`config.mk`:
```
export PLATFORM = sky130hd
export DESIGN_NAME = obi_wb_bridge
export DESIGN_NICKNAME = d
export VERILOG_FILES = /design/src/rtl/obi_wb_pkg.sv /design/src/rtl/bus_timeout_counter.sv /design/src/rtl/obi_wb_bridge.sv
export SDC_FILE = /design/constraint.sdc
export NUM_CORES = 1
export LEC_CHECK = 0
export ABC_AREA = 1
export BUFFER_PORTS_ARGS = -buffer_cell sky130_fd_sc_hd__clkbuf_2
export CAP_MARGIN = 20
export CORE_ASPECT_RATIO = 1.25
export CORE_MARGIN = 2
export CORE_UTILIZATION = 40
export CTS_CLUSTER_DIAMETER = 150
export DETAILED_ROUTE_END_ITERATION = 7
export PLACE_DENSITY = 0.71
export SETUP_SLACK_MARGIN = 0.15
export SLEW_MARGIN = 20
export SYNTH_ARGS = -nofsm -noshare
export SYNTH_HDL_FRONTEND = slang
export SYNTH_SLANG_ARGS = --single-unit
```
`constraint.sdc`:
```
create_clock -name clk -period 4.51 [get_ports clk]
set_input_delay 0.451 -clock clk [delete_from_list [all_inputs] [get_ports clk]]
set_output_delay 0.451 -clock clk [all_outputs]
set_load 0.005 [all_outputs]
```
`src/rtl/obi_wb_pkg.sv`:
```
// Shared types and sizing helpers for the OBI-to-Wishbone bridge.
package obi_wb_pkg;

  typedef enum logic [1:0] {
    IDLE = 2'd0,
    BUS  = 2'd1,
    RESP = 2'd2
  } bridge_state_t;

  function automatic int sel_width(input int data_w);
    return data_w / 8;
  endfunction

  // A limit of 0 disables the timeout; the counter still needs one bit.
  function automatic int cnt_width(input int limit);
    return (limit < 1) ? 1 : $clog2(limit + 1);
  endfunction

  localparam int DEF_DATA_WIDTH = 32;
  localparam int DEF_TIMEOUT    = 1024;
  localparam int SEL_WIDTH      = sel_width(DEF_DATA_WIDTH);
  localparam int CNT_WIDTH      = cnt_width(DEF_TIMEOUT);

endpackage

```
`src/rtl/bus_timeout_counter.sv`:
```
// Counts Wishbone cycles spent waiting for a slave; flags the last allowed cycle.
module bus_timeout_counter
  import obi_wb_pkg::*;
#(
  parameter int LIMIT = 1024
) (
  input  logic clk,
  input  logic rst,
  input  logic clear,
  input  logic enable,
  output logic expired
);

  localparam int CW = cnt_width(LIMIT);
  localparam logic [CW-1:0] MAX_COUNT = CW'(LIMIT);

  logic [CW-1:0] r_count;

  // Saturates at LIMIT so a long stall can never wrap back to a small count.
  always_ff @(posedge clk or posedge rst) begin
    if (rst) begin
      r_count <= '0;
    end else if (clear) begin
      r_count <= '0;
    end else if (enable && (r_count != MAX_COUNT)) begin
      r_count <= r_count + 1'b1;
    end
  end

  generate
    if (LIMIT == 0) begin : g_no_timeout
      assign expired = 1'b0;
    end else begin : g_timeout
      assign expired = enable && (r_count == CW'(LIMIT - 1));
    end
  endgenerate

endmodule

```
`src/rtl/obi_wb_bridge.sv`:
```
// OBI responder to Wishbone classic initiator: one outstanding transfer,
// registered response, bus timeout reported as an OBI error.
module obi_wb_bridge
  import obi_wb_pkg::*;
#(
  parameter int ADDR_WIDTH     = 32,
  parameter int DATA_WIDTH     = 32,
  parameter int TIMEOUT_CYCLES = 1024
) (
  input  logic                            clk,
  input  logic                            rst,
  input  logic                            obi_req_i,
  output logic                            obi_gnt_o,
  input  logic [ADDR_WIDTH-1:0]           obi_addr_i,
  input  logic                            obi_we_i,
  input  logic [sel_width(DATA_WIDTH)-1:0] obi_be_i,
  input  logic [DATA_WIDTH-1:0]           obi_wdata_i,
  output logic                            obi_rvalid_o,
  output logic [DATA_WIDTH-1:0]           obi_rdata_o,
  output logic                            obi_err_o,
  output logic                            wb_cyc_o,
  output logic                            wb_stb_o,
  output logic                            wb_we_o,
  output logic [sel_width(DATA_WIDTH)-1:0] wb_sel_o,
  output logic [ADDR_WIDTH-1:0]           wb_addr_o,
  output logic [DATA_WIDTH-1:0]           wb_data_o,
  input  logic [DATA_WIDTH-1:0]           wb_data_i,
  input  logic                            wb_ack_i,
  input  logic                            wb_err_i
);

  localparam int SW = sel_width(DATA_WIDTH);

  bridge_state_t r_state, w_next;

  logic [ADDR_WIDTH-1:0] r_addr;
  logic                  r_we;
  logic [SW-1:0]         r_sel;
  logic [DATA_WIDTH-1:0] r_wdata;
  logic [DATA_WIDTH-1:0] r_rdata;
  logic                  r_err;

  logic w_in_bus, w_accept, w_bus_ack, w_bus_err, w_timeout, w_done;

  assign w_in_bus  = (r_state == BUS);
  // Gating with rst keeps gnt low while the bridge is held in reset.
  assign w_accept  = obi_req_i && !rst && !w_in_bus;
  assign w_bus_err = w_in_bus && wb_err_i;
  assign w_bus_ack = w_in_bus && wb_ack_i && !wb_err_i;
  assign w_done    = w_bus_err || w_bus_ack || w_timeout;

  bus_timeout_counter #(
    .LIMIT(TIMEOUT_CYCLES)
  ) u_timeout (
    .clk    (clk),
    .rst    (rst),
    .clear  (w_accept),
    .enable (w_in_bus),
    .expired(w_timeout)
  );

  always_ff @(posedge clk or posedge rst) begin
    if (rst) begin
      r_state <= IDLE;
    end else begin
      r_state <= w_next;
    end
  end

  always_comb begin
    w_next = r_state;
    case (r_state)
      IDLE:    if (w_accept) w_next = BUS;
      BUS:     if (w_done)   w_next = RESP;
      RESP:    w_next = w_accept ? BUS : IDLE;
      default: w_next = IDLE;
    endcase
  end

  // Request fields are latched at grant; the response is captured when BUS ends.
  always_ff @(posedge clk or posedge rst) begin
    if (rst) begin
      r_addr  <= '0;
      r_we    <= 1'b0;
      r_sel   <= '0;
      r_wdata <= '0;
      r_rdata <= '0;
      r_err   <= 1'b0;
    end else begin
      if (w_accept) begin
        r_addr  <= obi_addr_i;
        r_we    <= obi_we_i;
        r_sel   <= obi_be_i;
        r_wdata <= obi_wdata_i;
      end
      if (w_in_bus && w_done) begin
        r_err   <= !w_bus_ack;
        r_rdata <= (w_bus_ack && !r_we) ? wb_data_i : '0;
      end
    end
  end

  assign obi_gnt_o    = w_accept;
  assign obi_rvalid_o = (r_state == RESP);
  assign obi_rdata_o  = r_rdata;
  assign obi_err_o    = r_err;
  assign wb_cyc_o     = w_in_bus;
  assign wb_stb_o     = w_in_bus;
  assign wb_we_o      = r_we;
  assign wb_sel_o     = r_sel;
  assign wb_addr_o    = r_addr;
  assign wb_data_o    = r_wdata;

endmodule

```
# After elaboration in Yosys (flattened, before gate mapping)
# Cells that the tools add are included.
dict set report classes {
  add_sub_neg 1
  n_eq_ne 6
  mux 7
  n_reduce_logical 19
}
# op count
set op_table {}
lappend op_table {{32-bit two-way mux} 1}
lappend op_table {{11-bit two-way mux} 2}
lappend op_table {{11-bit by 1-bit adder with 11-bit output, second input constant} 1}
lappend op_table {{11-bit by 10-bit equality test with 1-bit output, second input constant} 1}
lappend op_table {{11-bit inequality test, second input constant} 1}
lappend op_table {{1-bit logical AND} 9}
lappend op_table {{2-bit case mux with 3 select lines} 1}
lappend op_table {{1-bit zero test} 5}
lappend op_table {{2-bit two-way mux} 2}
lappend op_table {{2-bit inequality test, second input constant} 2}
lappend op_table {{2-bit by 1-bit equality test with 1-bit output, second input constant} 1}
lappend op_table {{2-bit equality test, second input constant} 1}
lappend op_table {{2-bit zero test} 1}
lappend op_table {{1-bit logical OR} 2}
lappend op_table {{2-bit AND reduction} 1}
lappend op_table {{2-bit nonzero test} 1}
lappend op_table {{1-bit two-way mux} 1}
dict set report totals {
  regBits 115
  inputBits 106
  output_inout_bits 106
  wordCells 41
}

# Depth between registers and ports, before layout
# Gate-level depths: netlist of the first run.
dict set report logic_depth {
  word_depth 7
  mapped_depth 8
  mapped_depth_nobuf 8
}

# Cells and area by module
# A second synthesis of the first run with hierarchy kept.
dict set report hier_totals {
  hier_cells 557
  area_unflattened_um2 4832.1
}
# module n_inst cells_each area_per_inst_um2 seq_area_each_um2
set modules_own_cells {}
lappend modules_own_cells {obi_wb_bridge 1 453 4111.4 2602.5}
lappend modules_own_cells {bus_timeout_counter 1 104 720.7 275.3}

# Worst setup path before layout of the first run
# OpenSTA, ideal clock, no wires.
dict set report synth_path {
  kind {input to output}
  startpoint {input port obi_req_i}
  endpoint {output port obi_gnt_o}
  t_arrival_ns 1.011
  required_ns 4.059
  path_slack_ns 3.048
  stages 5
  n_path_buf 1
  path_cell_list {inv_1 nor2_1 nand2_4 inv_4 buf_4}
}
dict set report synth_between {
  elab_chain_cells 2
}
# element line_no
set synth_rtl {}
lappend synth_rtl {{start, declared} obi_wb_bridge.sv:12} ;# input logic obi_req_i,
lappend synth_rtl {{1-bit logical AND (2 in series)} obi_wb_bridge.sv:47} ;# assign w_accept = obi_req_i && !rst && !w_in_bus;
lappend synth_rtl {{end, declared} obi_wb_bridge.sv:13} ;# output logic obi_gnt_o,
# No other way between the ends.

# Worst setup path after layout of the first run
dict set report layout_path {
  startpoint {register r_state[1]}
  endpoint {output port obi_gnt_o}
}
dict set report layout_between {
  elab_chain_cells 3
}
# element line_no
set layout_rtl {}
lappend layout_rtl {{start, declared} obi_wb_bridge.sv:34} ;# bridge_state_t r_state, w_next;
lappend layout_rtl {{start signal, assigned} obi_wb_bridge.sv:66} ;# r_state <= w_next;
lappend layout_rtl {{2-bit by 1-bit equality test with 1-bit output} obi_wb_bridge.sv:45} ;# assign w_in_bus = (r_state == BUS);
lappend layout_rtl {{1-bit zero test} obi_wb_bridge.sv:47}
lappend layout_rtl {{1-bit logical AND} obi_wb_bridge.sv:47}
# No other way between the ends.

==> results.py, run 1 <==
metrics = {
    "sta": {
        "fin_skew_ps": 9.93,
        "final-hold-violation-count": 0,
        "setup_viol": 0,
        "max_freq_mhz": 365,
        "worstMarginPinSlew_ps": 851,
        "rsz0062_at_grt": "false",
        "relSlewSlack_pct": 43.3,
        "fin_crit_ps": 2740,
        "tns_ps": 0,
        "period_share_pct": 60.8,
        "finalWorstSetupSlack_ps": 1770,
        "drv_slew": 0,
    },
    "logic_synthesis": {
        "ys_seq_area_share_pct": 58.9,
        "ys_warn_count": 0,
        "synth_cells": 551,
        "synthesis.area_um2": 4890,
        "ys_ff_latch": 115,
        "synth_cell_types": 29,
        "synth_fp_nets": 659,
        "synth_area_per_cell_um2": 8.87,
    },
    "critical_path": {
        "cp.arrival_ps": 2290,
        "critical_path_class": "reg2out",
        "worstPathRequired_ps": 4060,
        "slowest_stage": "nand2_4",
        "path_buf_inv": 3,
        "worst_setup_path_end_kind": "output pin",
        "cp_common_cell": "inv_4",
        "crit_path_start_kind": "register",
        "critPathMaxStageDelay_ps": 580,
        "cp_max_fo": 79,
        "cp-startpoint": "r_state[1]",
        "crit_chain": "nor2_8 > inv_4 > nand2_4 > inv_4 > clkbuf_2",
        "timing.rr.start": "r_state[1]",
        "path_delay_family": "simple AND/OR/NAND/NOR gates",
    },
    "floorplan": {
        "start_util_pct": 40.6,
        "pin_count": 212,
        "fp-row-count": 45,
        "core_area_um2": 12000,
        "dieHeight_um": 128,
        "die-area_um2": 13100,
        "dieWidth_um": 103,
    },
    "place": {
        "hpwl_mm": 8.35,
        "port_buffers": 211,
        "gp_congestion": 0.795,
        "placed_area_um2": 5980,
        "preCtsSetupSlack_ps": 1940,
    },
    "pwr": {
        "combPwrFrac_pct": 28.2,
        "leakage_nw": 3.84,
        "swShare_pct": 33.4,
        "pwr-share-clk_pct": 31.9,
        "finalPower_mw": 4.30,
        "p_sw_mw": 1.44,
        "p_int_mw": 2.87,
        "pwr-share-seq_pct": 39.9,
        "power_density_nw_per_um2": 653,
        "peakVddDrop_mv": 0.300,
    },
    "run": {
        "maxCapViolCount": 0,
    },
    "route": {
        "avgRoutedWirePerCell_um": 13.0,
        "via_per_inst": 4.58,
        "vias": 4281,
        "drc": 0,
        "first_pass_iters": 4,
        "drt_iter0_markers": 162,
        "antenna_left": 0,
        "drt-total-wl_mm": 12.2,
    },
    "worst_hold_path": {
        "hp-class": "in2async",
    },
    "grt": {
        "grt_usage_pct": 19.8,
        "grt_pass1_wl_mm": 20.4,
        "grt_max_degree": 85,
        "antenna_found_initial": 0,
        "grt_overflow_total": 0,
        "grt_pass1_vias": 4227,
    },
    "clock_network": {
        "cts_tree": "yes",
        "root_buffer": "clkbuf_16",
        "clock_latency_ps": 400,
        "clk_pin_slew_ps": 60,
        "cts_buffers": 17,
        "htreeDepth": 4,
        "ctsHoldBuffers": 0,
        "cts_resized": 0,
        "clockBufferDepth": 2,
        "cts_setup_buffers": 0,
        "cts_sinks": 115,
    },
    "layout": {
        "final_area_um2": 6590,
        "final_cell_mix": "307 x nand2_1, 211 x clkbuf_2, 115 x dfrtp_1",
        "final_common_cell": "nand2_1",
        "fillers": 1189,
        "drive_gt1_share_pct": 35.3,
        "diodes": 0,
        "layout.nets": 866,
        "syn2layout_area_growth_pct": 34.8,
    },
    "status": {
        "status": "completed",
    },
}
-- cell families after synthesis --
group	synth area share [%]
AND/OR/NAND/NOR	33.8
adder cells (fa/ha/maj)	0.512
flip-flops	58.9
XOR/XNOR	0.359
AO/OA/AOI/OAI	1.20
buffers and inverters	5.28
-- layout make-up --
| class | count | area (µm²) | share of cell area, % |
|---|---|---|---|
| clock buffer | 18 | 429 | 6.52 |
| clock inverter | 14 | 179 | 2.72 |
| inverter | 15 | 66.3 | 1.01 |
| multi-input combinational | 395 | 1750 | 26.6 |
| sequential | 115 | 2880 | 43.7 |
| tap | 164 | 205 | 3.12 |
| timing repair buffer | 214 | 1080 | 16.4 |
-- flip-flops by register name, summed over array words and instances, names as in the netlist --
register / cells
r_state: 2
obi_err_o: 1
wb_data_o: 32
u_timeout.r_count: 11
wb_we_o: 1
obi_rdata_o: 32
wb_addr_o: 32
wb_sel_o: 4
-- metrics by stage --
stage / std cells / hold WS, ps / utilization [%]
floorplan: 551 / 472 / -
global placement: 903 / 462 / 49.6
detailed placement: 903 / 464 / 49.6
CTS: 935 / 221 / 54.6
global route: 935 / 228 / 54.7
finish: 935 / 192 / 54.7
-- final timing paths --
path	end	slack [ps]	depth (start not counted)
worst min-delay path	obi_rdata_o[3]	190	2
worst min register to register	wb_addr_o[28]	480	2
max in group asynchronous	wb_addr_o[5]	3420	3
worst max register to register	wb_we_o	2160	7
worst max-delay path	obi_gnt_o	1770	5
min in group clk	wb_addr_o[30]	230	3
-- Yosys cell counts (all sizes together) --
cell    number  area, µm²
a21o         1       7.51
buf         26        196
dfrtp      115       2880
ha           2       25.0
inv         15       61.3
nand2      309       1170
nand3       41        255
nand3b       1       11.3
nand4       11       83.8
nor2        19        123
o21a         1       7.51
o21ai        5       28.8
o21bai       2       15.0
or2          1       6.26
xnor2        1       8.76
xor2         1       8.76
-- power by group through the flow --
stage | combinational (mW) | clock [mW] | sequential (mW)
after floorplan | 0.610 | 0 | 1.74
after global placement | 1.21 | 0 | 1.73
after detailed placement | 1.24 | 0 | 1.72
after CTS | 1.24 | 1.39 | 1.72
after global routing | 1.40 | 1.44 | 1.77
final | 1.21 | 1.37 | 1.72
-- layer usage --
metal / up-vias / wire length (µm) / GRT usage (%)
li1: 2129 / - / -
met1: 2012 / 4870 / 25.4
met2: 119 / 6440 / 32.3
met3: 21 / 610 / 4.98
met4: 0 / 248 / 7.66
met5: - / 0 / 0
-- worst register-to-register path: stages, from the launching register on --
cell,delay [ps]
dfrtp_1,440
nor2_8,210
inv_4,80
nand2_4,580
inv_4,370
buf_4,380
nand2_1,130
nand2_1,60
Note: power is estimated with default switching activity, not from simulation.
==> inputs of run 2 (changes only) <==
--- a/config.mk
+++ b/config.mk
@@ -13,7 +13,7 @@
 export CORE_UTILIZATION = 40
 export CTS_CLUSTER_DIAMETER = 150
 export DETAILED_ROUTE_END_ITERATION = 7
-export PLACE_DENSITY = 0.71
+export PLACE_DENSITY = 0.74
 export SETUP_SLACK_MARGIN = 0.15
 export SLEW_MARGIN = 20
 export SYNTH_ARGS = -nofsm -noshare
==> constraint.sdc (replaced) <==
create_clock -name clk -period 2.5 [get_ports clk]
set_input_delay 0.25 -clock clk [delete_from_list [all_inputs] [get_ports clk]]
set_output_delay 0.25 -clock clk [all_outputs]
set_load 0.005 [all_outputs]
==> results.py, run 2 (synthesis results as in run 1) <==
metrics = {
    "critical_path": {
        "timing.rr.start": "u_timeout.r_count[0]",
        "r2r_setup_slack_ps": 540,
        "worst_setup_path_end_kind": "output pin",
        "timing.rr.end": "obi_rdata_o[25]",
        "crit_chain": "inv_2 > nor2_8 > inv_4 > nand2_4 > inv_4 > clkbuf_2",
        "cp_max_fo": 38,
        "rr_worst_depth": 7,
        "worstPathRequired_ps": 2250,
        "cp.arrival_ps": 1920,
        "critical_path_class": "reg2out",
        "slowest_stage": "inv_4",
        "cp_common_cell": "inv_4",
        "crit_path_start_kind": "register",
        "critPathMaxStageDelay_ps": 420,
    },
    "grt": {
        "grt_pass1_vias": 4166,
        "grt_max_degree": 47,
        "grt_usage_pct": 19.6,
        "grt_pass1_wl_mm": 20.0,
        "antenna_found_initial": 0,
        "grt_overflow_total": 0,
    },
    "place": {
        "hpwl_mm": 8.67,
        "port_buffers": 211,
        "gp_congestion": 0.797,
    },
    "sta": {
        "final-hold-violation-count": 0,
        "relSlewSlack_pct": 52.9,
        "setup_viol": 0,
        "max_freq_mhz": 461,
        "fin_skew_ps": 8.96,
        "fin_crit_ps": 2170,
        "tns_ps": 0,
        "rsz0062_at_grt": "false",
        "worst_hold_slack_ps": 37.8,
        "worstMarginPinSlew_ps": 705,
        "period_share_pct": 86.7,
        "drv_slew": 0,
    },
    "floorplan": {
        "core_area_um2": 12000,
        "die-area_um2": 13100,
        "fp-row-count": 45,
        "start_util_pct": 40.6,
        "pin_count": 212,
        "dieHeight_um": 128,
        "dieWidth_um": 103,
    },
    "route": {
        "drt_iter0_markers": 208,
        "via_per_inst": 4.56,
        "antenna_left": 0,
        "avgRoutedWirePerCell_um": 13.0,
        "first_pass_iters": 4,
        "drt-total-wl_mm": 12.3,
        "drc": 0,
        "vias": 4297,
    },
    "clock_network": {
        "cts_tree": "yes",
        "htreeDepth": 4,
        "clock_latency_ps": 400,
        "clk_pin_slew_ps": 60,
        "clockBufferDepth": 2,
        "cts_sinks": 115,
        "root_buffer": "clkbuf_16",
        "cts_setup_buffers": 0,
        "cts_resized": 0,
        "cts_buffers": 17,
    },
    "worst_hold_path": {
        "whs_path_depth": 3,
        "hold_end": "wb_sel_o[3]",
        "min_from": "obi_be_i[3]",
        "hp-class": "in2reg",
    },
    "layout": {
        "layout.nets": 873,
        "final_cell_mix": "307 x nand2_1, 211 x clkbuf_2, 115 x dfrtp_1",
        "syn2layout_area_growth_pct": 35.6,
        "final_common_cell": "nand2_1",
        "drive_gt1_share_pct": 35.9,
        "diodes": 0,
    },
    "pwr": {
        "finalPower_mw": 7.68,
        "peakVddDrop_mv": 0.556,
        "power_density_nw_per_um2": 1160,
        "leakage_nw": 3.87,
    },
    "status": {
        "status": "completed",
    },
    "run": {
        "maxCapViolCount": 0,
    },
}
## run 2: worst max path at each step
stage                               from               to  slack, ps  depth (start not counted)
global route                  r_state[0]        obi_gnt_o        170                          6
finish                        r_state[0]        obi_gnt_o        330                          6
floorplan                            rst        obi_err_o        850                          1
CTS                           r_state[0]        obi_gnt_o        290                          6
global placement    u_timeout.r_count[0]  obi_rdata_o[24]        600                          7
detailed placement  u_timeout.r_count[0]  obi_rdata_o[25]        540                          7
## run 2: routing by layer
layer  routed length (µm)  vias to the layer above  global-route usage (%)
met5                    0                        -                       0
met1                 4940                     2012                    24.0
met4                  240                        0                    7.66
met3                  556                       19                    5.53
met2                 6520                      119                    32.4
li1                     -                     2147                       -
## run 2: worst max-delay path, delay by kind of cell (launching register included)
family                 cells  cell delay (ps)
and+or+nand+nor            2              280
DFF                        1              390
buffers and inverters      4              820
## run 2: layout make-up
type	count	area, µm²
timing repair buffer	221	1150
clock inverter	15	158
fill	1178	5420
multi-input combinational	395	1750
sequential	115	2880
clock buffer	17	425
inverter	15	65.1
tap	164	205
## run 2: metrics by stage
| step | worst slack (ps) | instances | cell area (µm²) | util, % |
|---|---|---|---|---|
| 6_report | 333 | 942 | 6630 | 55.0 |
| 3_5_place_dp | 539 | 909 | 6030 | 50.1 |
| 2_1_floorplan | 851 | 551 | 4890 | - |
| 5_1_grt | 173 | 942 | 6630 | 55.0 |
| 4_1_cts | 288 | 942 | 6630 | 55.0 |
| 3_3_place_gp | 601 | 909 | 6030 | 50.1 |
## run 2: power breakdown
group / switching, mW / internal [mW]
clock network: 0.886 / 1.47
registers: 0.474 / 2.62
logic: 1.23 / 0.987
total: 2.59 / 5.08
## run 2: timing repair
item                                   CTS  global route
hold buffers                             1             0
endpoints found under the hold margin   16             0
setup endpoints to repair                0             0
